$ cat config.mk
export PLATFORM = sky130hd
export DESIGN_NAME = stopwatch_ctrl
export DESIGN_NICKNAME = d
export VERILOG_FILES = /design/src/rtl/stopwatch_ctrl.sv
export SDC_FILE = /design/constraint.sdc
export NUM_CORES = 1
export LEC_CHECK = 0
export CORE_UTILIZATION = 29
export DETAILED_ROUTE_END_ITERATION = 8
export PLACE_DENSITY = 0.43
export SLEW_MARGIN = 30
export SYNTH_ARGS = -nofsm -noshare
export SYNTH_HDL_FRONTEND = slang
export SYNTH_SLANG_ARGS = --single-unit
$ cat constraint.sdc
create_clock -name clk -period 4 [get_ports clk]
set_input_delay 0.4 -clock clk [delete_from_list [all_inputs] [get_ports clk]]
set_output_delay 0.4 -clock clk [all_outputs]
set_load 0.1 [all_outputs]
$ cat src/rtl/stopwatch_ctrl.sv
// Stopwatch control sequencer: key synchronise/debounce, IDLE/RUN/PAUSE FSM, tick prescaler,
// clear pulse and display-load level. The lap/freeze key is built only when STOPWATCH_LAP_EN is defined.
module stopwatch_ctrl #(
    parameter int unsigned TICK_DIV     = 500000,
    parameter int unsigned DEBOUNCE_CYC = 10000000
) (
    input  logic       clk,
    input  logic       rst_n,
    input  logic       key_reset_n,
    input  logic       key_start_pause_n,
    input  logic       key_lap_n,
    input  logic       max_reached,
    output logic       tick,
    output logic       clear,
    output logic       disp_load,
    output logic [1:0] state
);

    localparam int unsigned PW    = $clog2(TICK_DIV);
    localparam int unsigned CW    = $clog2(DEBOUNCE_CYC);
    localparam int unsigned K_RST = 0;
    localparam int unsigned K_STA = 1;
`ifdef STOPWATCH_LAP_EN
    localparam int unsigned K_LAP = 2;
    localparam int unsigned NK    = 3;
`else
    localparam int unsigned NK    = 2;
`endif

    typedef enum logic [1:0] {
        IDLE  = 2'd0,
        RUN   = 2'd1,
        PAUSE = 2'd2
    } state_e;

    logic [NK-1:0] key_raw;
    logic [NK-1:0] sync1_q, sync2_q;
    logic [NK-1:0] level_q, level_d;
    logic [NK-1:0] armed_q, armed_d;
    logic [NK-1:0] press_q, press_d;
    logic [CW-1:0] dbc_q [NK];
    logic [CW-1:0] dbc_d [NK];

    state_e        state_q, state_d;
    logic [PW-1:0] presc_q, presc_d;
    logic          tick_q, tick_d;
    logic          clear_q, clear_d;
    logic          tick_due;
    logic          ev_reset, ev_start;

`ifdef STOPWATCH_LAP_EN
    logic          disp_q, disp_d;
    logic          ev_lap;

    assign key_raw = {key_lap_n, key_start_pause_n, key_reset_n};
    assign ev_lap  = press_q[K_LAP];
`else
    logic          unused_key_lap;

    assign key_raw        = {key_start_pause_n, key_reset_n};
    assign unused_key_lap = key_lap_n;
`endif

    assign ev_reset = press_q[K_RST];
    assign ev_start = press_q[K_STA];
    assign tick_due = (state_q == RUN) && (presc_q == PW'(TICK_DIV - 1));

    // A key is ignored until it has been seen released once after reset, so a key held
    // through reset release cannot fire; after that, each accepted 1->0 flip is one press.
    always_comb begin
        level_d = level_q;
        armed_d = armed_q | sync2_q;
        press_d = '0;
        for (int k = 0; k < int'(NK); k++) begin
            dbc_d[k] = '0;
            if (armed_q[k] && (sync2_q[k] != level_q[k])) begin
                if (dbc_q[k] == CW'(DEBOUNCE_CYC - 1)) begin
                    level_d[k] = sync2_q[k];
                    press_d[k] = ~sync2_q[k];
                end else begin
                    dbc_d[k] = dbc_q[k] + 1'b1;
                end
            end
        end
    end

    // Next state, prescaler and outputs; ev_reset is applied last so it overrides everything.
    always_comb begin
        state_d = state_q;
        presc_d = presc_q;
        tick_d  = 1'b0;
        clear_d = 1'b0;
`ifdef STOPWATCH_LAP_EN
        disp_d  = disp_q;
`endif
        case (state_q)
            IDLE: begin
                presc_d = '0;
                if (ev_start) begin
                    state_d = RUN;
                end
            end
            RUN: begin
                presc_d = tick_due ? '0 : presc_q + 1'b1;
                tick_d  = tick_due && !max_reached;
                if (ev_start || (tick_due && max_reached)) begin
                    state_d = PAUSE;
                end
            end
            PAUSE: begin
                if (ev_start) begin
                    state_d = RUN;
                end
            end
            default: begin
                state_d = IDLE;
                presc_d = '0;
            end
        endcase
`ifdef STOPWATCH_LAP_EN
        if (ev_lap && (state_q != IDLE)) begin
            disp_d = ~disp_q;
        end
`endif
        if (ev_reset) begin
            state_d = IDLE;
            presc_d = '0;
            tick_d  = 1'b0;
            clear_d = 1'b1;
`ifdef STOPWATCH_LAP_EN
            disp_d  = 1'b1;
`endif
        end
    end

    always_ff @(posedge clk or negedge rst_n) begin
        if (!rst_n) begin
            sync1_q <= '0;
            sync2_q <= '0;
            level_q <= '1;
            armed_q <= '0;
            press_q <= '0;
            for (int k = 0; k < int'(NK); k++) begin
                dbc_q[k] <= '0;
            end
            state_q <= IDLE;
            presc_q <= '0;
            tick_q  <= 1'b0;
            clear_q <= 1'b0;
`ifdef STOPWATCH_LAP_EN
            disp_q  <= 1'b1;
`endif
        end else begin
            sync1_q <= key_raw;
            sync2_q <= sync1_q;
            level_q <= level_d;
            armed_q <= armed_d;
            press_q <= press_d;
            for (int k = 0; k < int'(NK); k++) begin
                dbc_q[k] <= dbc_d[k];
            end
            state_q <= state_d;
            presc_q <= presc_d;
            tick_q  <= tick_d;
            clear_q <= clear_d;
`ifdef STOPWATCH_LAP_EN
            disp_q  <= disp_d;
`endif
        end
    end

    assign tick  = tick_q;
    assign clear = clear_q;
    assign state = state_q;
`ifdef STOPWATCH_LAP_EN
    assign disp_load = disp_q;
`else
    assign disp_load = 1'b1;
`endif

endmodule

==> out/qor.csv <==
metric,value,unit
gr ovfl total,0,
starting density of the core,0.3009,
Root Driver,clkbuf_16,
synth-to-layout area growth,15.20,%
CP max stage delay,1150,ps
# setup viols final,0,
Starting DRT DRC Count,213,
GPL Wtd Cong,0.7236,
Met2 Routed Length,3.372,mm
vias in the first global route,2566,
critical path endpoint category,primary output,
worst skew pair latency,340,ps
vias per cell,4.595,
Die Y-Extent,117.1,µm
fin nets,405,
Int Pwr,1.447,mW
minimum clock period,2288,ps
largest net degree at the start of global routing,58,
"CTS clk-pin slew, worst paths",60,ps
PD cells,410.6,mW/mm²
die extent in x,117.1,µm
first-pass GRT wire length,12.79,mm
PortBufs,8,
Worst Tran Pin Value,964.5,ps
"wirelength, routed",7.406,mm
hold crit path type,input pin to async pin,
initial antenna violation count,0,
"top cells by area, synth","dfrtp_1 51%, xor2_1 9.3%, nor2_1 7.5%, nand3_1 3.9%, xnor2_1 3.9%",
ys flop type,dfrtp_1,
PostCTS Resize Cnt,0,
clock skew,5.505,ps
Post-synth EDFFs,0,
Switch Pwr,0.3710,mW
crit-path max FO,5,
outcome,"finished, final reports clean",
average wire per standard cell,12.92,µm
DR WL met3,265,µm
dpl hpwl,4.895,mm
WL met1,3.688,mm
RSZ-0062 raised after global routing,false,
worst setup path category,register to primary output,
die area,0.01372,mm²
Post-CTS Setup Inserts,0,
Num CTS Buffers,9,
Synth Register Bits,81,
synth cell count leaders,"79 x dfrtp_1, 77 x nor2_1, 41 x xor2_1, 31 x nand2_1, 30 x nand3_1",
I/O pin cnt,11,
clk buf depth,2,
Post-CTS Hold Fix Bufs,0,
Slew headroom,0.3550,
slowest CP cell,clkdlybuf4s50_1,
Mapped Area,0.003844,mm²
Ant. Diodes,0,
final core occ,0.3467,
total number of vias,2633,
final hold violations,0,
Static Leakage,1.832,nW
All-Layer GR Usage,0.1237,
htree depth,3,
clock share of power,0.517,
"Seq/Total Area, Yosys",0.5280,
Post-DRT Antenna Nets,0,
syn nets,395,
R2R setup slack,1810,ps
Critical Path AT,1890,ps
Setup crit start kind,register,
core area,0.01277,mm²
Rows,41,
Async SR Flop Fraction,1.000,
top-count cell post-synth,dfrtp_1,
CP Buf/Inv Count,1,
Max Cap Viol,0,
fmax,437.0,MHz
syn avg cell area,9.958,µm²
CTS sink count,81,
layout cells sized above 1,0.08728,
Yosys warning total,0,
CP Cell Sequence,clkdlybuf4s50_1,
Peak VDD IR,172.4,µV
"area leader, netlist",dfrtp_1,
# DRC,0,
dominant delay contributor by cell family on the critical path,buffers and inverters,
CTS tree,built,
Logic pwr share,0.024,
Synth cell types,41,
post-synthesis cell count,386,
top sig layer,met4,
share of the synthesized area in the top cell type,0.5143,
total power,1.818,mW
Seq pwr share,0.459,
Final period util,0.5721,
Final Max Tran Viols,0,
first-pass iteration count of the detailed router,4,
Worst EP required,3600,ps
switch share,0.2041,
setup tns final,0,ps
## power by group through the flow
stage          combinational, mW  sequential (mW)  clock, mW
3_3_place_gp              0.0468            0.849          0
2_1_floorplan             0.0228            0.847          0
5_1_grt                   0.0524            0.835       1.01
6_report                  0.0444            0.834      0.940
3_5_place_dp              0.0471            0.849          0
4_1_cts                   0.0472            0.834      0.968
## cells by family after synthesis
| logic type | count (synthesis) | synth area share |
|---|---|---|
| other cells | 1 | 0.0009756 |
| simple gates | 208 | 0.2689 |
| xor+xnor | 58 | 0.1322 |
| fa+ha+maj | 3 | 0.009767 |
| compound gates | 12 | 0.02344 |
| flops | 81 | 0.5280 |
| mux | 5 | 0.01400 |
| buf+inv | 18 | 0.02279 |
## cells in the final DEF, fill, tap and decap left out, types with 3 or more instances in the layout
cell type,synthesis,layout
dfrtp_1,79,79
nand3_1,30,30
nor3_1,11,10
nor2_1,77,77
or2_2,4,4
and3_1,10,10
mux2_2,3,3
clkbuf_16,0,9
inv_1,8,8
clkdlybuf4s50_1,0,7
nand2_1,31,31
bufinv_16,0,3
o21ai_0,3,3
xnor2_1,17,17
nand4_1,22,22
a21oi_1,3,3
xor2_1,41,41
nor4_1,7,7
ha_1,3,3
## flip-flops by register name, indices dropped and copies added, names as in the netlist
register  cells
armed_q       2
clear         1
dbc_q        48
level_q       2
presc_q      19
press_q       2
state         2
sync1_q       2
sync2_q       2
tick          1
## path summary, 6_finish.rpt
check / to / cells after the start / start
max: state[0] / 1 / state[0]
max reg2reg: dbc_q[27] / 6 / dbc_q[24]
min in group clk: sync2_q[0] / 0 / sync1_q[0]
min: dbc_q[46] / 1 / rst_n
max in group asynchronous: presc_q[2] / 2 / rst_n
min reg2reg: sync2_q[0] / 0 / sync1_q[0]
## per-layer routing
metal | vias to the layer above | global-route usage
met5 | - | 0
met4 | 0 | 0.03797
met3 | 5 | 0.04480
met2 | 27 | 0.1882
met1 | 1265 | 0.1643
li1 | 1336 | -
## stage by stage
step                      hold slack (ps)  instance area [µm²]  cells  setup slack [ps]
after floorplan                     104.4                 3844    386              1748
after global placement              340.4                 4086    557              1770
after detailed placement            338.6                 4091    557              1729
after CTS                           152.5                 4428    573              1681
after global routing                185.1                 4428    573              1573
final                               124.8                 4428    573              1712
## layout make-up
type | instances | area [µm²]
tap | 172 | 215.2
inverter | 8 | 30.03
fill | 1322 | 8346
clock inverter | 5 | 103.9
multi-input combinational | 287 | 1732
timing repair buffer | 9 | 85.08
sequential | 81 | 2029
clock buffer | 11 | 232.7
(Power assumes the default switching activity.)
